**src/rtl/regfile_pkg.sv**
```systemverilog
// Shared types and constants for the register-file write arbiter.
// Requester indices, register codes and the wrap-around helper used by the pointer.
package regfile_pkg;

    typedef logic [1:0] reg_idx_t;

    localparam int NUM_REQ = 3;

    typedef enum logic [1:0] {
        REQ_ALU   = 2'd0,
        REQ_LOAD  = 2'd1,
        REQ_INPUT = 2'd2
    } requester_t;

    localparam reg_idx_t REG_A = 2'b00;
    localparam reg_idx_t REG_B = 2'b01;
    localparam reg_idx_t REG_C = 2'b10;
    localparam reg_idx_t REG_D = 2'b11;

    // Requester index following i, wrapping after the last requester.
    function automatic logic [1:0] next_req(input logic [1:0] i);
        return (i == 2'(NUM_REQ - 1)) ? 2'd0 : i + 2'd1;
    endfunction

endpackage

```
**src/rtl/regfile_req_buffer.sv**
```systemverilog
// One-entry holding buffer for a single write requester.
// load and clear are never asserted together: load needs empty, clear needs full.
module regfile_req_buffer
    import regfile_pkg::*;
(
    input  logic       clock,
    input  logic       reset,
    input  logic       load,
    input  reg_idx_t   load_dest,
    input  logic [7:0] load_data,
    input  logic       clear,
    output logic       full,
    output reg_idx_t   dest,
    output logic [7:0] data
);

    always_ff @(posedge clock or posedge reset) begin
        if (reset) begin
            full <= 1'b0;
            dest <= REG_A;
            data <= 8'h00;
        end else begin
            if (clear)
                full <= 1'b0;
            if (load) begin
                full <= 1'b1;
                dest <= load_dest;
                data <= load_data;
            end
        end
    end

endmodule

```
**src/rtl/regfile_write_arbiter.sv**
```systemverilog
// Arbitrates three buffered write requesters onto one register-file write port.
// Define REGFILE_ARB_RR_EN for round-robin priority; default is fixed ALU > LOAD > INPUT.
module regfile_write_arbiter
    import regfile_pkg::*;
(
    input  logic        clock,
    input  logic        reset,
    input  logic        run,
    input  logic [2:0]  req_valid,
    input  logic [5:0]  req_dest,
    input  logic [23:0] req_data,
    output logic [2:0]  req_ready,
    input  logic [1:0]  rd_sel_a,
    input  logic [1:0]  rd_sel_b,
    output logic        wr_en,
    output reg_idx_t    wr_sel,
    output logic [7:0]  wr_data,
    output logic [1:0]  grant_id,
    output logic        stall,
    output logic        busy
);

    logic [NUM_REQ-1:0] buf_full;
    logic [NUM_REQ-1:0] buf_load;
    logic [NUM_REQ-1:0] buf_clear;
    reg_idx_t           buf_dest [NUM_REQ];
    logic [7:0]         buf_data [NUM_REQ];
    reg_idx_t           in_dest  [NUM_REQ];
    logic [3:0]         pending;
    logic               grant;
    logic [1:0]         grant_sel;

    genvar gi;
    generate
        for (gi = 0; gi < NUM_REQ; gi++) begin : g_req
            assign in_dest[gi]   = req_dest[2*gi +: 2];
            // Ready uses only registered state, so an entry emptied this edge cannot refill on it.
            assign req_ready[gi] = ~buf_full[gi] & ~pending[in_dest[gi]];
            assign buf_load[gi]  = req_valid[gi] & req_ready[gi];
            assign buf_clear[gi] = grant & (grant_sel == 2'(gi));

            regfile_req_buffer u_buf (
                .clock     (clock),
                .reset     (reset),
                .load      (buf_load[gi]),
                .load_dest (in_dest[gi]),
                .load_data (req_data[8*gi +: 8]),
                .clear     (buf_clear[gi]),
                .full      (buf_full[gi]),
                .dest      (buf_dest[gi]),
                .data      (buf_data[gi])
            );
        end
    endgenerate

    // A register stays pending until its write pulse has been presented to the file.
    always_comb begin
        pending = 4'b0000;
        if (wr_en)
            pending[wr_sel] = 1'b1;
        for (int i = 0; i < NUM_REQ; i++)
            if (buf_full[i])
                pending[buf_dest[i]] = 1'b1;
    end

`ifdef REGFILE_ARB_RR_EN
    logic [1:0] ptr;

    always_comb begin
        logic [1:0] cand;
        grant     = 1'b0;
        grant_sel = 2'd0;
        cand      = ptr;
        for (int k = 0; k < NUM_REQ; k++) begin
            if (run && !grant && buf_full[cand]) begin
                grant     = 1'b1;
                grant_sel = cand;
            end
            cand = next_req(cand);
        end
    end

    always_ff @(posedge clock or posedge reset) begin
        if (reset)
            ptr <= 2'd0;
        else if (grant)
            ptr <= next_req(grant_sel);
    end
`else
    // Scan from lowest priority upward so the lowest full index wins.
    always_comb begin
        grant     = 1'b0;
        grant_sel = 2'd0;
        for (int k = NUM_REQ - 1; k >= 0; k--) begin
            if (run && buf_full[k]) begin
                grant     = 1'b1;
                grant_sel = 2'(k);
            end
        end
    end
`endif

    always_ff @(posedge clock or posedge reset) begin
        if (reset) begin
            wr_en    <= 1'b0;
            wr_sel   <= REG_A;
            wr_data  <= 8'h00;
            grant_id <= 2'd0;
        end else begin
            wr_en <= grant;
            if (grant) begin
                wr_sel   <= buf_dest[grant_sel];
                wr_data  <= buf_data[grant_sel];
                grant_id <= grant_sel;
            end
        end
    end

    assign stall = run & (pending[rd_sel_a] | pending[rd_sel_b]);
    assign busy  = (|buf_full) | wr_en;

endmodule

```
**config.mk**
```make
export PLATFORM = sky130hd
export DESIGN_NAME = regfile_write_arbiter
export DESIGN_NICKNAME = d
export VERILOG_FILES = /design/src/rtl/regfile_pkg.sv /design/src/rtl/regfile_req_buffer.sv /design/src/rtl/regfile_write_arbiter.sv
export SDC_FILE = /design/constraint.sdc
export NUM_CORES = 1
export LEC_CHECK = 0
export BUFFER_PORTS_ARGS = -buffer_cell sky130_fd_sc_hd__buf_2
export CAP_MARGIN = 20
export CORE_MARGIN = 1
export CORE_UTILIZATION = 53
export CTS_CLUSTER_DIAMETER = 200
export DETAILED_ROUTE_END_ITERATION = 6
export PLACE_DENSITY_LB_ADDON = 0.05
export SETUP_SLACK_MARGIN = 0.1
export SKIP_CTS_REPAIR_TIMING = 1
export SYNTH_ARGS = -nofsm -noshare
export SYNTH_HDL_FRONTEND = slang
export SYNTH_SLANG_ARGS = --single-unit
```
**constraint.sdc**
```tcl
create_clock -name clock -period 2.65 [get_ports clock]
set_input_delay 0.3975 -clock clock [delete_from_list [all_inputs] [get_ports clock]]
set_output_delay 0.3975 -clock clock [all_outputs]
set_load 0.05 [all_outputs]
```
==> results.json <==
{
  "grt_pass1_vias": 1574,
  "worst_path_max_delay_cell": "mux4_2",
  "port_buffers": 57,
  "start_kind": "flip-flop",
  "tritoncts": "built",
  "power_frac_comb_pct": 58.1,
  "fp.dieH_um": 68.4,
  "cp.required_ps": 2250,
  "crit_fanout": 4,
  "synth.distinct_cells": 36,
  "wirelength_um": 5210,
  "max_stage_delay_ps": 520,
  "grt_overflow_total": 0,
  "p_per_area_mw_per_mm2": 1470,
  "numCtsBuffers": 5,
  "cts-root-buf": "clkbuf_8",
  "drt_first_pass_iters": 4,
  "endpoint_kind": "output pin",
  "p_clk_share_pct": 11.9,
  "cts_max_level": 2,
  "p_leak_nw": 1.53,
  "holdWs_ps": 228,
  "dp_hpwl_um": 3710,
  "maxCapViolCount": 0,
  "fillCellCount": 300,
  "syn_inst": 197,
  "synth.avg_cell_area_um2": 11.9,
  "antenna_cells": 0,
  "regArea_mm2": 0.00115,
  "vias_per_cell": 5.48,
  "final_hold_viol_count": 0,
  "grt_start_max_net_pins": 47,
  "area_delta_synth_final_pct": 26.9,
  "postLayoutCoreUtil_pct": 72.0,
  "fp.dieArea_mm2": 0.00468,
  "max-vdd-ir-drop_mv": 0.847,
  "place.gp.congestion": 0.933,
  "hold_path_class": "primary input to async pin",
  "syn_area_mm2": 0.00234,
  "status": "completed",
  "cts.sinks": 46,
  "ctsLongestPathBuffers": 2,
  "synth_top_area_share_pct": 49.3,
  "critPathKind": "flip-flop to output pin",
  "initial_core_util_pct": 56.8,
  "period_minus_slack_ps": 2580,
  "ios": 58,
  "multi_input_area_mm2": 0.00112,
  "grt_pass1_wl_um": 8030,
  "switching_share_pct": 41.9,
  "finalSetupTns_ps": 0,
  "drive_gt1_share_pct": 48.1,
  "cp_num_buf_inv": 2,
  "ys_warn_count": 0,
  "tightest_slew_ps": 624,
  "yosys_register_bits": 46,
  "final_antenna_net_count": 0,
  "num_rows": 23,
  "drt-initial-drc-count": 105,
  "die_w_um": 68.4,
  "fin_worst_skew_ps": 5.45,
  "vias": 1742,
  "layoutNonFillerInstCount": 318,
  "drc": 0,
  "cp_data_arrival_time_ps": 2190,
  "grt_usage_pct": 24.2,
  "max_clock_freq_mhz": 387,
  "crit_chain": "and2_4 > a22oi_2 > nand3_2 > buf_4 > mux4_2 > nor2_4 > buf_8",
  "wl_per_cell_um": 16.4,
  "internal_power_w": 0.00253,
  "antenna_found_initial": 0,
  "critical_path.top_delay_family": "multiplexers",
  "syn-num-nets": 237,
  "synth.largest_area_cell": "dfrtp_1",
  "final.period_utilization_pct": 97.5,
  "setup_viol": 0,
  "p_sw_w": 0.00183,
  "ys_seq_area_share_pct": 49.3,
  "seq_power_share_pct": 30.0,
  "core_area_mm2": 0.00412,
  "clk_latency_ps": 300,
  "drv_slew": 0,
  "dp.cells": 304,
  "rsz0062_at_grt": "yes",
  "max-slew-margin-rel_pct": 58.3,
  "clk_pin_slew_ps": 80,
  "fin_nets": 307,
  "synth_area_leaders": "dfrtp_1 49%, mux2_4 17%, nand2_1 4.8%, mux4_2 2.9%, o21ai_0 2.8%"
}
-- Yosys cell counts (all sizes together) --
library cell and count:
a21oi 6, inv 10, nor3b 1, dfrtp 46
or3b 3, a22oi 2, a222oi 1, and2 2
nor2b 1, mux2i 5, o21ai 13, a32oi 1
mux2 32, o211ai 2, nor2 9, o22ai 3
mux4 3, and3 1, o31ai 1, or3 1
nand3b 1, clkbuf 6, nand2b 1, nand2 30
o221ai 5, a21boi 1, or4 1, o311ai 1
buf 4, nand3 4
-- through the flow --
stage / setup slack (ps) / power (W) / cell area (um2)
floorplan: 113 / 0.00302 / 2340
detailed placement: 123 / 0.00355 / 2720
CTS: 49.7 / 0.00407 / 2830
global placement: 183 / 0.00351 / 2720
global route: -90.4 / 0.00462 / 2960
finish: 65.9 / 0.00436 / 2960
-- logic make-up after synthesis --
kind of cell / Yosys count / synth area share (%)
buffers and inverters: 20 / 4.23
AO/OA/AOI/OAI: 36 / 10.6
flip-flops: 46 / 49.3
multiplexers: 40 / 24.8
AND/OR/NAND/NOR: 55 / 11.1
-- layout by cell type (no fill, tap or decap), types with 2 or more instances in the layout --
master | Yosys | routed
clkbuf_8 | 0 | 5
buf_2 | 1 | 53
o211ai_1 | 2 | 2
and2_4 | 1 | 2
nand3_1 | 3 | 3
dfrtp_2 | 0 | 2
a21oi_1 | 6 | 6
o221ai_1 | 4 | 4
o22ai_1 | 3 | 3
inv_1 | 10 | 9
mux2_4 | 27 | 30
or3b_4 | 0 | 3
nor2_2 | 0 | 2
a22oi_2 | 2 | 2
buf_4 | 0 | 12
nor2_1 | 9 | 6
dfrtp_1 | 46 | 44
buf_6 | 3 | 4
o21ai_0 | 13 | 13
mux2i_1 | 5 | 5
mux4_2 | 3 | 3
nand2_1 | 30 | 30
buf_12 | 0 | 3
-- state kept, by name (all words and copies together), names as in the netlist --
signal and flops:
wr_sel 2, g_req.u_buf.dest 6, g_req.u_buf.full 3, g_req.u_buf.data 24, wr_en 1, wr_data 8
grant_id 2
-- power by group through the flow --
| stage | clock (W) | combinational (W) | sequential (W) |
|---|---|---|---|
| finish | 0.000519 | 0.00254 | 0.00131 |
| global placement | 0 | 0.00220 | 0.00131 |
| detailed placement | 0 | 0.00223 | 0.00132 |
| floorplan | 0 | 0.00145 | 0.00157 |
| CTS | 0.000522 | 0.00224 | 0.00131 |
| global route | 0.000550 | 0.00271 | 0.00136 |
-- final timing paths --
kind | from | to | slack, ps | cells after the start
max in group asynchronous | reset | g_req[1].u_buf.full | 2010 | 3
min in group clock | req_data[6] | g_req[0].u_buf.data[6] | 310 | 2
setup reg to reg | g_req[1].u_buf.full | g_req[1].u_buf.dest[1] | 80 | 8
setup / recovery | g_req[1].u_buf.full | req_ready[1] | 70 | 7
hold reg to reg | wr_data[0] | wr_data[0] | 470 | 2
hold / removal | reset | grant_id[1] | 230 | 3
-- layout make-up --
class	instances	area share, %
clock inverter	2	1.27
timing repair buffer	73	16.0
inverter	10	1.27
clock buffer	6	2.45
multi-input combinational	131	37.9
sequential	46	38.9
tap	50	2.11
-- worst register-to-register path, stage by stage (launching register included) --
cell and delay [ps]:
dfrtp_2 430, and2_4 170, a22oi_2 180, nand3_2 130, buf_4 160, mux4_2 520, or3b_4 420, buf_12 160
mux2_4 300
-- per-layer routing --
metal,part of all wire [%],GRT usage (%)
met4,1.4,8.59
met2,43,34.8
met5,0,0
met3,6.0,4.67
met1,50,35.9
No activity file was read; power rests on OpenSTA's default activity.
